**src/rtl/pipelined_addsub_if.sv**
```systemverilog
// Operand/result handshake bundle for pipelined_addsub.
// The block side uses the slave modport; the producer/consumer side uses master.
interface pipelined_addsub_if #(
    parameter int N     = 16,
    parameter int TAG_W = 4
) ();
    logic             in_valid;
    logic             in_ready;
    logic [N-1:0]     A;
    logic [N-1:0]     B;
    logic             cin;
    logic             sub;
    logic [TAG_W-1:0] tag_in;

    logic             out_valid;
    logic             out_ready;
    logic [N-1:0]     result;
    logic             carry;
    logic             overflow_flag;
    logic             negative;
    logic             zero;
    logic [TAG_W-1:0] tag_out;

    modport slave (
        input  in_valid, A, B, cin, sub, tag_in, out_ready,
        output in_ready, out_valid, result, carry, overflow_flag, negative, zero, tag_out
    );

    modport master (
        output in_valid, A, B, cin, sub, tag_in, out_ready,
        input  in_ready, out_valid, result, carry, overflow_flag, negative, zero, tag_out
    );
endinterface

```
**src/rtl/pipelined_addsub.sv**
```systemverilog
// Pipelined carry-select adder/subtractor with valid/ready flow control, tag and flags.
// Define PIPELINED_ADDSUB_SATURATE_EN to clamp the result on signed overflow.
module pipelined_addsub #(
    parameter int N      = 16,
    parameter int SEG    = 2,
    parameter int STAGES = 4,
    parameter int TAG_W  = 4
) (
    input  logic              clk,
    input  logic              rst_n,
    pipelined_addsub_if.slave bus
);
    localparam int NSEG = N / SEG;
    localparam int SPS  = NSEG / STAGES;
    localparam int LAST = STAGES - 1;
    localparam int PS   = (STAGES > 1) ? STAGES - 1 : 1;

    logic [STAGES-1:0] v_q;
    logic [STAGES-1:0] load;
    logic [STAGES-1:0] adv;
    logic [STAGES-1:0] st_v;
    logic              init_q;
    logic              accept;

    // intermediate stage registers (the final stage has its own output registers)
    logic [N-1:0]     pa_q [PS];
    logic [N-1:0]     pb_q [PS];
    logic [N-1:0]     pr_q [PS];
    logic             pc_q [PS];
    logic [TAG_W-1:0] pt_q [PS];

    logic [N-1:0]     st_a [STAGES];
    logic [N-1:0]     st_b [STAGES];
    logic [N-1:0]     st_r [STAGES];
    logic             st_c [STAGES];
    logic [TAG_W-1:0] st_t [STAGES];

    logic [N-1:0]     nx_r    [STAGES];
    logic             nx_c    [STAGES];
    logic             nx_cmsb [STAGES];

    logic [SEG-1:0]   seg_a;
    logic [SEG-1:0]   seg_b;
    logic [SEG-1:0]   s0;
    logic [SEG-1:0]   s1;
    logic             c0;
    logic             c1;
    logic             cy;
    int               lo;

    logic [N-1:0]     raw_res;
    logic [N-1:0]     sat_res;
    logic             raw_ovf;
    logic             raw_neg;

    logic [N-1:0]     result_q;
    logic             carry_q;
    logic             ovf_q;
    logic             neg_q;
    logic             zero_q;
    logic [TAG_W-1:0] tag_q;

    // A stage may load whenever it is empty or its occupant moves on this cycle.
    always_comb begin
        adv       = '0;
        load      = '0;
        adv[LAST]  = v_q[LAST] && bus.out_ready;
        load[LAST] = !v_q[LAST] || adv[LAST];
        for (int k = STAGES - 2; k >= 0; k--) begin
            adv[k]  = v_q[k] && load[k+1];
            load[k] = !v_q[k] || adv[k];
        end
    end

    assign bus.in_ready = init_q && load[0];
    assign accept       = bus.in_valid && bus.in_ready;

    always_comb begin
        st_v    = '0;
        st_v[0] = accept;
        st_a[0] = bus.A;
        st_b[0] = bus.sub ? ~bus.B : bus.B;
        st_r[0] = '0;
        st_c[0] = bus.sub | bus.cin;
        st_t[0] = bus.tag_in;
        for (int k = 1; k < STAGES; k++) begin
            st_v[k] = v_q[k-1];
            st_a[k] = pa_q[k-1];
            st_b[k] = pb_q[k-1];
            st_r[k] = pr_q[k-1];
            st_c[k] = pc_q[k-1];
            st_t[k] = pt_q[k-1];
        end
    end

    // Each segment forms both candidate sums and picks one with the ripple-in carry.
    always_comb begin
        seg_a = '0;
        seg_b = '0;
        s0    = '0;
        s1    = '0;
        c0    = 1'b0;
        c1    = 1'b0;
        cy    = 1'b0;
        lo    = 0;
        for (int k = 0; k < STAGES; k++) begin
            cy         = st_c[k];
            nx_r[k]    = st_r[k];
            nx_cmsb[k] = 1'b0;
            for (int j = 0; j < SPS; j++) begin
                lo       = (k * SPS + j) * SEG;
                seg_a    = st_a[k][lo +: SEG];
                seg_b    = st_b[k][lo +: SEG];
                {c0, s0} = {1'b0, seg_a} + {1'b0, seg_b};
                {c1, s1} = {1'b0, seg_a} + {1'b0, seg_b} + {{SEG{1'b0}}, 1'b1};
                if (lo + SEG == N) begin
                    nx_cmsb[k] = seg_a[SEG-1] ^ seg_b[SEG-1] ^ (cy ? s1[SEG-1] : s0[SEG-1]);
                end
                nx_r[k][lo +: SEG] = cy ? s1 : s0;
                cy                 = cy ? c1 : c0;
            end
            nx_c[k] = cy;
        end
    end

    always_comb begin
        raw_res = nx_r[LAST];
        raw_ovf = nx_c[LAST] ^ nx_cmsb[LAST];
        raw_neg = raw_ovf ^ raw_res[N-1];
`ifdef PIPELINED_ADDSUB_SATURATE_EN
        if (raw_ovf) begin
            sat_res = raw_neg ? {1'b1, {(N-1){1'b0}}} : {1'b0, {(N-1){1'b1}}};
        end else begin
            sat_res = raw_res;
        end
`else
        sat_res = raw_res;
`endif
    end

    always_ff @(posedge clk or negedge rst_n) begin
        if (!rst_n) begin
            init_q   <= 1'b0;
            v_q      <= '0;
            result_q <= '0;
            carry_q  <= 1'b0;
            ovf_q    <= 1'b0;
            neg_q    <= 1'b0;
            zero_q   <= 1'b0;
            tag_q    <= '0;
            for (int k = 0; k < PS; k++) begin
                pa_q[k] <= '0;
                pb_q[k] <= '0;
                pr_q[k] <= '0;
                pc_q[k] <= 1'b0;
                pt_q[k] <= '0;
            end
        end else begin
            init_q <= 1'b1;
            for (int k = 0; k < STAGES; k++) begin
                if (load[k]) begin
                    v_q[k] <= st_v[k];
                end
            end
            for (int k = 0; k < STAGES - 1; k++) begin
                if (load[k] && st_v[k]) begin
                    pa_q[k] <= st_a[k];
                    pb_q[k] <= st_b[k];
                    pr_q[k] <= nx_r[k];
                    pc_q[k] <= nx_c[k];
                    pt_q[k] <= st_t[k];
                end
            end
            if (load[LAST] && st_v[LAST]) begin
                result_q <= sat_res;
                carry_q  <= nx_c[LAST];
                ovf_q    <= raw_ovf;
                neg_q    <= raw_neg;
                zero_q   <= (sat_res == '0);
                tag_q    <= st_t[LAST];
            end
        end
    end

    assign bus.out_valid     = v_q[LAST];
    assign bus.result        = result_q;
    assign bus.carry         = carry_q;
    assign bus.overflow_flag = ovf_q;
    assign bus.negative      = neg_q;
    assign bus.zero          = zero_q;
    assign bus.tag_out       = tag_q;
endmodule

```
**src/flat_wrapper.sv**
```systemverilog
// flat-port wrapper written by rule: the top's interface ports become plain ports
module pipelined_addsub_flat 
#(
    parameter int N      = 16,
    parameter int SEG    = 2,
    parameter int STAGES = 4,
    parameter int TAG_W  = 4
)
  (clk, rst_n, bus_in_valid, bus_A, bus_B, bus_cin, bus_sub, bus_tag_in, bus_out_ready, bus_in_ready, bus_out_valid, bus_result, bus_carry, bus_overflow_flag, bus_negative, bus_zero, bus_tag_out);
  pipelined_addsub_if #(.N(N), .TAG_W(TAG_W)) bus_i ();
  input  logic clk;
  input  logic rst_n;
  input wire logic [$bits(bus_i.in_valid)-1:0] bus_in_valid;
  input wire logic [$bits(bus_i.A)-1:0] bus_A;
  input wire logic [$bits(bus_i.B)-1:0] bus_B;
  input wire logic [$bits(bus_i.cin)-1:0] bus_cin;
  input wire logic [$bits(bus_i.sub)-1:0] bus_sub;
  input wire logic [$bits(bus_i.tag_in)-1:0] bus_tag_in;
  input wire logic [$bits(bus_i.out_ready)-1:0] bus_out_ready;
  output wire logic [$bits(bus_i.in_ready)-1:0] bus_in_ready;
  output wire logic [$bits(bus_i.out_valid)-1:0] bus_out_valid;
  output wire logic [$bits(bus_i.result)-1:0] bus_result;
  output wire logic [$bits(bus_i.carry)-1:0] bus_carry;
  output wire logic [$bits(bus_i.overflow_flag)-1:0] bus_overflow_flag;
  output wire logic [$bits(bus_i.negative)-1:0] bus_negative;
  output wire logic [$bits(bus_i.zero)-1:0] bus_zero;
  output wire logic [$bits(bus_i.tag_out)-1:0] bus_tag_out;
  assign bus_i.in_valid = bus_in_valid;
  assign bus_i.A = bus_A;
  assign bus_i.B = bus_B;
  assign bus_i.cin = bus_cin;
  assign bus_i.sub = bus_sub;
  assign bus_i.tag_in = bus_tag_in;
  assign bus_i.out_ready = bus_out_ready;
  assign bus_in_ready = bus_i.in_ready;
  assign bus_out_valid = bus_i.out_valid;
  assign bus_result = bus_i.result;
  assign bus_carry = bus_i.carry;
  assign bus_overflow_flag = bus_i.overflow_flag;
  assign bus_negative = bus_i.negative;
  assign bus_zero = bus_i.zero;
  assign bus_tag_out = bus_i.tag_out;
  pipelined_addsub #(.N(N), .SEG(SEG), .STAGES(STAGES), .TAG_W(TAG_W)) u_core (.clk(clk), .rst_n(rst_n), .bus(bus_i));
endmodule
```
**config.mk**
```make
export PLATFORM = sky130hd
export DESIGN_NAME = pipelined_addsub_flat
export DESIGN_NICKNAME = d
export VERILOG_FILES = /design/src/rtl/pipelined_addsub_if.sv /design/src/rtl/pipelined_addsub.sv /design/src/flat_wrapper.sv
export SDC_FILE = /design/constraint.sdc
export NUM_CORES = 1
export LEC_CHECK = 0
export BUFFER_PORTS_ARGS = -buffer_cell sky130_fd_sc_hd__buf_2
export CAP_MARGIN = 25
export CORE_ASPECT_RATIO = 1.2
export CORE_UTILIZATION = 25
export CTS_CLUSTER_SIZE = 28
export DETAILED_ROUTE_END_ITERATION = 12
export PLACE_DENSITY = 0.49
export SYNTH_ARGS = -nofsm -noshare
export SYNTH_HDL_FRONTEND = slang
export SYNTH_SLANG_ARGS = --single-unit
```
**constraint.sdc**
```tcl
create_clock -name clk -period 3.9 [get_ports clk]
set_clock_uncertainty 0.2 [all_clocks]
set_input_delay 0.39 -clock clk [delete_from_list [all_inputs] [get_ports clk]]
set_output_delay 0.39 -clock clk [all_outputs]
set_load 0.02 [all_outputs]
```
# After elaboration in Yosys (flattened, before gate mapping)
# Index checks and enable logic that the tools add are counted.
# totals
ff_bits	164
inputBits	42
out_inout_bits	26
# op_classes
add_sub_neg	16
muxes	18
bitwise	6
n_reduce_logical	16
# op_table
operator	n
$add 2x2->3	8
$add 3x1->3 const B	8
$logic_not 16->1	1
$mux 16	1
$mux 2	8
$not 16->16	1
$mux 1	9
$logic_and 1x1->1	7
$logic_not 1->1	4
$logic_or 1x1->1	4
$xor 1x1->1	4
$or 1x1->1	1

# Logic depth before layout (Yosys ltp)
# Gate-level depths: netlist (run 1).
# logic_depth
word_depth	11
ltp_mapped	12
depth_no_buf	10

# Least setup slack after synthesis (run 1)
# No wires, ideal clock.
# synth_path
path_kind	input -> register
startpoint	in bus_sub
endpoint	reg u_core.pc_q[2] (netlist name)
t_arrival_ns	2.467
setup_slack_ns	1.138
cell_stages	12
path_buffers	2
cell_sequence	buf_6 buf_2 xor2_1 ha_1 inv_1 fa_1 inv_1 ha_1 o21ai_2 xor2_1 a21boi_0 o31ai_1
# synth_between
elab_chain_cells	5
elab_cells_between_ends	8
cone_classes	4 x add/sub; 3 x mux; 1 x bitwise
# synth_rtl
element	line_no	rtl
start: declaration	flat_wrapper.sv:17	input wire logic [$bits(bus_i.sub)-1:0] bus_sub;
$mux 16	pipelined_addsub.sv:82	st_b[0] = bus.sub ? ~bus.B : bus.B;
$add 2x2->3	pipelined_addsub.sv:114, pipelined_addsub.sv:115	
$add 3x1->3	pipelined_addsub.sv:115	{c1, s1} = {1'b0, seg_a} + {1'b0, seg_b} + {{SEG{1'b0}}, 1'b1};
$mux 1	pipelined_addsub.sv:120	cy = cy ? c1 : c0;
$mux 1 *	pipelined_addsub.sv:120	
end signal: indexed assignment	pipelined_addsub.sv:170	pc_q[k] <= nx_c[k];
end: declaration	pipelined_addsub.sv:29	logic pc_q [PS];
# Every way passes the cells marked *; elsewhere a longest branch is shown, timed or not.
# A chain may end at the register's enable or synchronous reset.

# Worst setup path after layout (run 1)
# Same ends and word-level chain as after synthesis.

==> impl_metrics.py, run 1 <==
metrics = {
    "status": {
        "status": "complete, no violations",
    },
    "clock_tree": {
        "clock_path_buffers": 2,
        "worstSkewPairLatency_ns": 0.40,
        "cts_buffers": 17,
        "htreeDepth": 4,
        "cts_tree": "done",
        "clk_pin_slew_ns": 0.06,
        "cts_root_buffer": "clkbuf_16",
        "cts_sinks": 116,
        "cts_resized": 0,
    },
    "logic_synthesis": {
        "yosys-top-cells-count": "dfrtp_1, mux2_2, nand2_1, o21ai_0",
        "yosys.area.top_type": "dfrtp_1",
        "ys_ff_latch": 116,
        "synth_area_leaders": "dfrtp_1, mux2_2, ha_1",
        "yosysSeqAreaShare": 0.553,
        "netlist_area_sq_um": 5250,
        "synth_cell_types": 41,
        "syn_nets": 473,
        "synth_top_cell_area_share": 0.553,
        "synth_cells": 406,
        "async_flop_share": 1.00,
        "yosysWarnings": 0,
        "syn-mean-instance-area_sq_um": 12.9,
        "synth_flop_cell": "dfrtp_1",
        "synth_edf_count": 0,
        "synth_most_common_cell": "dfrtp_1",
    },
    "power": {
        "power_frac_seq": 0.384,
        "p_sw_frac": 0.307,
        "power.combinational.fraction": 0.289,
        "vdd_drop_max_mv": 0.320,
        "p_leak_nw": 3.05,
        "p_int_mw": 3.32,
        "switchingPower_mw": 1.47,
        "power_density_nw_per_um2": 726,
        "power_mw": 4.79,
        "p_clk_frac": 0.328,
    },
    "sta": {
        "drv_slew": 0,
        "rsz0062_at_grt": "no",
        "period_needed_ns": 2.58,
        "worstMarginPinSlew_ns": 0.868,
        "fmax_mhz": 388,
        "slew_headroom": 0.421,
        "setup_viol": 0,
        "timing.final.crit_share": 0.662,
        "hold_viol_final": 0,
        "final.setup.tns_ns": 0,
    },
    "worst_setup_path": {
        "max_stage_delay_ns": 0.49,
        "crit_fanout": 18,
        "required_ns": 4.01,
        "critPathKind": "primary input to register",
        "start_kind": "primary input",
        "r2r_cells": 9,
        "endpoint_kind": "register",
        "cpMaxStageDelayCell": "fa_1",
        "r2r_slack_ns": 1.46,
        "path_cells": "buf_2 > xor2_1 > ha_1 > inv_1 > fa_1 > inv_1 > ha_1 > o21ai_2 > xor2_1 > a21boi_0 > o31ai_1",
        "regToRegStartpoint": "u_core.pb_q[12]",
        "cp.arrival_ns": 2.69,
        "crit_path_start": "bus_sub",
        "r2r-end": "u_core.bus.overflow_flag",
    },
    "floorplan": {
        "die_w_microns": 134,
        "core_region_area_sq_um": 20400,
        "ios": 68,
        "die-area_sq_um": 21600,
        "die_h_microns": 161,
        "start_util": 0.257,
        "rows": 57,
    },
    "final_layout": {
        "drive_above_1_share": 0.342,
        "antenna_cells_inserted": 0,
        "layoutNonFillerInstCount": 771,
        "syn_to_final_growth_pct": 25.9,
        "nets": 560,
        "num-fill-cells": 2120,
        "seq_area_sq_um": 2900,
        "multi_input_area_sq_um": 2170,
    },
    "grt": {
        "antenna_found_initial": 0,
        "grt_pass1_vias": 3357,
        "grt_usage": 0.102,
        "grt_max_degree": 68,
        "grt_overflow": 0,
        "grt_first_pass_wirelength_mm": 17.0,
    },
    "hold_path": {
        "hold_depth": 2,
        "min-delay-start": "bus_A[6]",
        "hold_end": "u_core.pa_q[38]",
        "min_path_type": "primary input to register",
    },
    "placement": {
        "io_buffers": 67,
        "placedCellCount": 727,
        "hpwl_mm": 7.35,
        "place.gp.congestion": 0.705,
    },
    "detailed_routing": {
        "drc_errors": 0,
        "first_pass_iters": 4,
        "wirelength_mm": 10.2,
        "drtAntennaViolNets": 0,
        "vias": 3206,
        "wl_per_cell_microns": 13.2,
        "vias_per_cell": 4.16,
        "dr.first_iter.drc_count": 92,
    },
    "job": {
        "drv_cap": 0,
    },
}
-- timing repair --
action	4_1_cts	5_1_grt
setup buffers	0	0
hold buffers	12	0
hold endpoints to repair	76	0
-- through the flow --
| step | instance area, sq um | util | hold WS [ns] | worst slack (ns) |
|---|---|---|---|---|
| 2_1_floorplan | 5250 | - | -0.106 | 1.14 |
| 3_3_place_gp | 5870 | 0.288 | 0.261 | 0.976 |
| 3_5_place_dp | 5870 | 0.288 | 0.268 | 0.877 |
| 4_1_cts | 6600 | 0.324 | 0.00145 | 1.31 |
| 5_1_grt | 6600 | 0.324 | 0.00187 | 1.14 |
| 6_report | 6600 | 0.324 | 0.00879 | 1.32 |
-- critical path, delay by kind of cell --
kind	cells	cell delay, ns
buffers and inverters	3	0.51
AOI/OAI and AO/OA	3	0.41
xor gates and xnor gates	2	0.51
adders and majority gates	3	0.84
-- layout by cell type (no fill, tap or decap), types with 3 or more instances in the layout --
master / n
a21boi_0: 3
inv_1: 21
nor2_1: 3
fa_1: 8
o21ai_0: 34
buf_2: 66
clkbuf_16: 17
mux2i_1: 4
clkinvlp_4: 5
dfrtp_1: 116
a21oi_1: 4
xnor2_1: 21
buf_4: 7
bufinv_16: 3
mux2_2: 60
nand2_1: 40
dlygate4sd3_1: 12
and3b_1: 3
ha_1: 17
mux2_1: 16
nor4_1: 3
xor2_1: 7
-- power by group through the flow --
stage	Clock (mW)	Sequential, mW	Combinational (mW)
finish	1.57	1.84	1.38
CTS	1.62	1.85	1.41
detailed placement	0	1.87	1.39
global placement	0	1.85	1.35
floorplan	0	1.92	0.915
global route	1.67	1.90	1.56
-- cell families (layout without fill, tap and decap cells) --
group	Yosys count	after routing	synth area share
other	1	1	0.000715
AND/OR/NAND/NOR	63	63	0.0575
XOR/XNOR	29	29	0.0511
flip-flops	116	116	0.553
buffers and inverters	38	138	0.0346
multiplexers	80	80	0.171
AO/OA/AOI/OAI	54	54	0.0608
adder cells (fa/ha/maj)	25	25	0.0711
-- flip-flops by register name, indices dropped and copies added (netlist names), 3 cells and up --
| name | flops |
|---|---|
| u_core.pt_q | 12 |
| u_core.bus.tag_out | 4 |
| u_core.pb_q | 24 |
| u_core.v_q | 4 |
| u_core.pc_q | 3 |
| u_core.pa_q | 24 |
| u_core.nx_r | 24 |
| u_core.bus.result | 16 |
-- how the worst max path moves through the flow --
stage                            to  cells after the start
detailed placement  u_core.nx_r[35]                     11
global route        u_core.nx_r[35]                     11
global placement    u_core.nx_r[35]                     11
floorplan            u_core.pc_q[2]                     12
finish               u_core.pc_q[2]                     11
CTS                  u_core.pc_q[2]                     11
-- area by class of cell --
type                       count  share of cell area
sequential                   116               0.440
multi-input combinational    252               0.329
timing repair buffer          85              0.0762
clock buffer                  20              0.0692
tap                          265              0.0502
clock inverter                12              0.0235
inverter                      21              0.0119
-- routing by layer --
metal,share of wire,track usage,vias up
li1,-,-,1562
met1,0.46,0.128,1574
met2,0.49,0.169,56
met3,0.036,0.0249,14
met4,0.015,0.0414,0
met5,0,0,-
Note: power is estimated with default switching activity, not from simulation.
==> run 2, diff against run 1 <==
Settings changed: PLACE_DENSITY 0.49 to 0.5.
Clock period 3.9 ns to 2.3 ns, I/O delays scaled along.
==> run 2 against run 1 <==
The run now ends with negative setup slack left. Via count up 3.1%. Worst setup slack worse by 1.4 ns. Clock power up 61%. Non-clock buffer count up 25. Sequential power up 69%. Final cell count up 2.9%. Power up 73%. Combinational power up 94%. Critical path type is now register to register. Critical endpoint is now u_core.bus.overflow_flag. Highest routed layer unchanged.
==> impl_metrics.py, run 2 (synthesized netlist as in run 1, its figures left out) <==
metrics = {
    "status": {
        "status": "complete, but fails checks",
        "violations": "negative setup slack",
    },
    "final_layout": {
        "multi_input_area_sq_um": 2260,
        "final_common_cell": "dfrtp_1",
        "layoutNonFillerInstCount": 793,
        "num-fill-cells": 2094,
        "utilization": 0.339,
        "antenna_cells_inserted": 0,
        "nets": 585,
        "stdcell_area_sq_um": 6920,
        "syn_to_final_growth_pct": 31.9,
        "layout_common_cells": "dfrtp_1, buf_2, mux2_2",
        "drive_above_1_share": 0.366,
        "seq_area_sq_um": 2900,
    },
    "sta": {
        "timing.final.crit_share": 1.04,
        "slew_headroom": 0.583,
        "worstMarginPinSlew_ns": 0.626,
        "setup_slack_ns": -0.0883,
        "period_needed_ns": 2.39,
        "fmax_mhz": 419,
        "final.setup.tns_ns": -0.0883,
        "setup_viol": 1,
        "drv_slew": 0,
        "hold_viol_final": 0,
        "rsz0062_at_grt": "yes",
    },
    "detailed_routing": {
        "vias": 3306,
        "drc_errors": 0,
        "vias_per_cell": 4.17,
        "first_pass_iters": 4,
        "drtAntennaViolNets": 0,
        "wirelength_mm": 10.3,
        "wl_per_cell_microns": 12.9,
        "dr.first_iter.drc_count": 92,
    },
    "clock_tree": {
        "htreeDepth": 4,
        "cts_buffers": 17,
        "clock_path_buffers": 2,
        "cts_sinks": 116,
        "worstSkewPairLatency_ns": 0.40,
        "clk_pin_slew_ns": 0.05,
        "cts_tree": "done",
        "cts_root_buffer": "clkbuf_16",
    },
    "placement": {
        "placedCellCount": 733,
        "post_dp_cell_area_sq_um": 5960,
        "post-place-ws_ns": -0.109,
        "hpwl_mm": 7.16,
        "place.gp.congestion": 0.715,
        "io_buffers": 67,
    },
    "grt": {
        "grt_overflow": 0,
        "antenna_found_initial": 0,
        "grt_max_degree": 117,
        "grt_pass1_vias": 3551,
        "grt_usage": 0.106,
        "grt_first_pass_wirelength_mm": 17.6,
    },
    "worst_setup_path": {
        "critPathKind": "register to register",
        "crit_fanout": 5,
        "required_ns": 2.41,
        "endpoint_kind": "register",
        "start_kind": "register",
        "cp.arrival_ns": 2.50,
    },
    "floorplan": {
        "rows": 57,
        "ios": 68,
        "start_util": 0.257,
        "die-area_sq_um": 21600,
        "die_w_microns": 134,
        "die_h_microns": 161,
        "core_region_area_sq_um": 20400,
    },
    "power": {
        "power.combinational.fraction": 0.323,
        "p_int_mw": 5.76,
        "p_leak_nw": 3.18,
        "switchingPower_mw": 2.55,
        "p_sw_frac": 0.307,
        "p_clk_frac": 0.303,
        "power_frac_seq": 0.374,
        "power_density_nw_per_um2": 1200,
        "vdd_drop_max_mv": 0.494,
    },
    "job": {
        "drv_cap": 0,
    },
    "hold_path": {
        "min_path_type": "primary input to register",
    },
}
run 2: cell count changes in the layout (fill, tap and decap cells not counted), sizes merged:
cell / before / now
buf: 73 / 81
bufinv: 3 / 2
clkbuf: 20 / 24
clkinv: 4 / 3
clkinvlp: 5 / 0
dlygate4sd3: 12 / 29
run 2: worst paths after layout:
kind / cells after the start / startpoint / endpoint / slack [ns]
setup / recovery: 9 / u_core.pa_q[12] / u_core.bus.overflow_flag / -0.09
hold / removal: 3 / bus_out_ready / u_core.v_q[3] / 0.04
setup reg to reg: 9 / u_core.pa_q[12] / u_core.bus.overflow_flag / -0.09
hold reg to reg: 1 / u_core.bus.negative / u_core.bus.negative / 0.27
max in group asynchronous: 3 / rst_n / u_core.pa_q[29] / 1.16
min in group asynchronous: 3 / rst_n / u_core.pa_q[39] / 0.25
run 2: metrics by stage:
stage               total power [mW]  hold WS [ns]
floorplan                       4.81        -0.266
detailed placement              5.56         0.171
global route                    8.91        0.0483
finish                          8.31        0.0350
CTS                             8.27        0.0201
global placement                5.45         0.163
run 2: critical path, cell delays in order (launching register included):
cell	delay [ns]
dfrtp_1	0.35
ha_1	0.16
inv_2	0.04
fa_1	0.53
inv_2	0.05
ha_4	0.16
a21bo_4	0.23
a21bo_2	0.25
and4_4	0.17
o31ai_2	0.16
run 2: what timing repair did:
item,4_1_cts,5_1_grt
buffers inserted,0,2
hold buffers,29,0
setup endpoints to repair,2,11
resized for setup,5,26
pin swaps,3,5
hold endpoints to repair,144,0
run 2: power groups by stage:
stage	logic [mW]	clock network (mW)	registers, mW
after global placement	2.31	0	3.14
final	2.68	2.52	3.11
after floorplan	1.56	0	3.25
after detailed placement	2.40	0	3.17
after CTS	2.54	2.60	3.13
after global routing	3.00	2.69	3.22
run 2: layer usage:
layer / routed length, microns / share of wire / GRT usage
met1: 4740 / 0.46 / 0.134
met3: 321 / 0.031 / 0.0240
met5: 0 / 0 / 0
met4: 228 / 0.022 / 0.0552
met2: 4960 / 0.48 / 0.167
run 2: cell type report:
class	instances	share of cell area
Clock inverter	5	0.0109
Tap cell	265	0.0479
Timing Repair Buffer	110	0.112
Clock buffer	24	0.0711
Sequential cell	116	0.420
Inverter	21	0.0114
Multi-Input combinational cell	252	0.327
==> run 3, diff against run 2 <==
Settings changed: CORE_ASPECT_RATIO 1.2 to 1.25.
==> run 3 against run 2 <==
The run still ends with negative setup slack left. Power rose by 4.6%. Worst hold slack got worse by 0.0071 ns. First-iteration DRC count rose by 49%. Non-clock buffer count rose by 3. Critical endpoint unchanged. Largest cell class unchanged.
==> impl_metrics.py, run 3 (synthesized netlist as in run 1, its figures left out) <==
metrics = {
    "worst_setup_path": {
        "endpoint_kind": "register",
        "required_ns": 2.37,
        "max_stage_delay_ns": 0.54,
        "critPathKind": "register to register",
        "cpMaxStageDelayCell": "fa_1",
        "start_kind": "register",
        "cp.depth": 10,
        "crit_family": "adder cells",
        "worst-path-buf-inv": 3,
        "crit_fanout": 4,
        "r2r_cells": 10,
        "cp.arrival_ns": 2.50,
        "crit_top_cell": "inv_2",
        "path_cells": "ha_2 > inv_2 > fa_1 > inv_2 > ha_4 > nand3b_1 > buf_6 > nand3_4 > a22oi_2 > o31ai_4",
    },
    "grt": {
        "grt_pass1_vias": 3583,
        "grt_first_pass_wirelength_mm": 17.5,
        "antenna_found_initial": 1,
        "grt_max_degree": 60,
        "grt_usage": 0.105,
        "grt_overflow": 0,
    },
    "sta": {
        "period_needed_ns": 2.43,
        "drv_slew": 0,
        "setup_slack_ns": -0.129,
        "slew_headroom": 0.497,
        "setup_viol": 5,
        "timing.final.crit_share": 1.06,
        "hold_slack_ns": 0.0279,
        "rsz0062_at_grt": "yes",
        "fmax_mhz": 412,
        "worstMarginPinSlew_ns": 0.755,
        "hold_viol_final": 0,
    },
    "floorplan": {
        "core_region_area_sq_um": 20300,
        "die-area_sq_um": 21600,
        "ios": 68,
        "die_h_microns": 164,
        "start_util": 0.258,
        "die_w_microns": 132,
        "rows": 58,
    },
    "clock_tree": {
        "cts_root_buffer": "clkbuf_16",
        "worstSkewPairLatency_ns": 0.40,
        "htreeDepth": 4,
        "cts_tree": "done",
        "cts_buffers": 17,
        "cts_sinks": 116,
        "clk_pin_slew_ns": 0.05,
        "clock_path_buffers": 2,
    },
    "power": {
        "vdd_drop_max_mv": 0.477,
        "p_leak_nw": 3.22,
        "power_density_nw_per_um2": 1240,
        "power_mw": 8.69,
    },
    "placement": {
        "hpwl_mm": 7.27,
        "post-place-ws_ns": -0.152,
        "place.gp.congestion": 0.706,
        "post_dp_cell_area_sq_um": 5950,
        "io_buffers": 67,
        "placedCellCount": 737,
    },
    "hold_path": {
        "hold_depth": 3,
        "min_path_type": "primary input to register",
    },
    "final_layout": {
        "nets": 588,
        "stdcell_area_sq_um": 7030,
        "layout_common_cells": "dfrtp_1, buf_2, mux2_2",
        "final_common_cell": "dfrtp_1",
        "drive_above_1_share": 0.375,
        "syn_to_final_growth_pct": 34.1,
        "layoutNonFillerInstCount": 805,
    },
    "detailed_routing": {
        "drc_errors": 0,
        "vias": 3334,
        "wirelength_mm": 10.3,
        "drtAntennaViolNets": 0,
        "vias_per_cell": 4.14,
        "dr.first_iter.drc_count": 137,
        "first_pass_iters": 4,
        "wl_per_cell_microns": 12.7,
    },
    "job": {
        "drv_cap": 0,
    },
    "status": {
        "violations": "negative setup slack",
        "status": "complete, but fails checks",
    },
}
[run 3: timing repair]
| item | 4_1_cts | 5_1_grt |
|---|---|---|
| setup endpoints to repair | 4 | 11 |
| gates cloned | 0 | 0 |
| endpoints found under the hold margin | 144 | 0 |
| resized for setup | 11 | 26 |
| pin swaps | 4 | 14 |
| buffers inserted | 2 | 4 |
| hold buffers | 29 | 0 |
[run 3: where the power goes]
part | switching (mW) | total (mW) | internal [mW]
Combinational | 1.37 | 2.82 | 1.45
Clock | 0.872 | 2.76 | 1.89
Sequential | 0.414 | 3.11 | 2.70
Total | 2.66 | 8.69 | 6.04
[run 3: path summary, 6_finish.rpt]
| kind | from | end | slack (ns) |
|---|---|---|---|
| setup reg to reg | u_core.pb_q[12] | u_core.bus.overflow_flag | -0.13 |
| hold reg to reg | u_core.bus.carry | u_core.bus.carry | 0.28 |
| min in group asynchronous | rst_n | u_core.pb_q[37] | 0.31 |
| hold / removal | bus_out_ready | u_core.v_q[3] | 0.03 |
| setup / recovery | u_core.pb_q[12] | u_core.bus.overflow_flag | -0.13 |
| max in group asynchronous | rst_n | u_core.pt_q[0] | 1.06 |
[run 3: per-layer routing]
metal,wire (microns),track usage
met2,5100,0.177
met4,136,0.0486
met3,425,0.0336
met5,0,0
met1,4590,0.121
[run 3: cell type report]
class	instances	area, sq um
clock inverters	9	150
repair buffers	113	788
multi-input cells	252	2300
fillers	2032	13300
inverters	21	78.8
clock buffers	23	478
flip-flops and latches	116	2900
well taps	270	338
diodes	1	2.50
[run 3: worst reg2reg max path, delay by kind of cell (launching register included)]
family,cells,cell delay (ns)
simple gates,2,0.30
fa+ha+maj,3,0.87
buf+inv,3,0.24
flops,1,0.35
compound gates,2,0.34
[run 3: stage by stage]
stage                      util  setup TNS (ns)
after floorplan               -          -0.274
after global placement    0.293         -0.0750
after detailed placement  0.293          -0.352
after CTS                 0.341         -0.0646
after global routing      0.346          -0.835
final                     0.346          -0.181
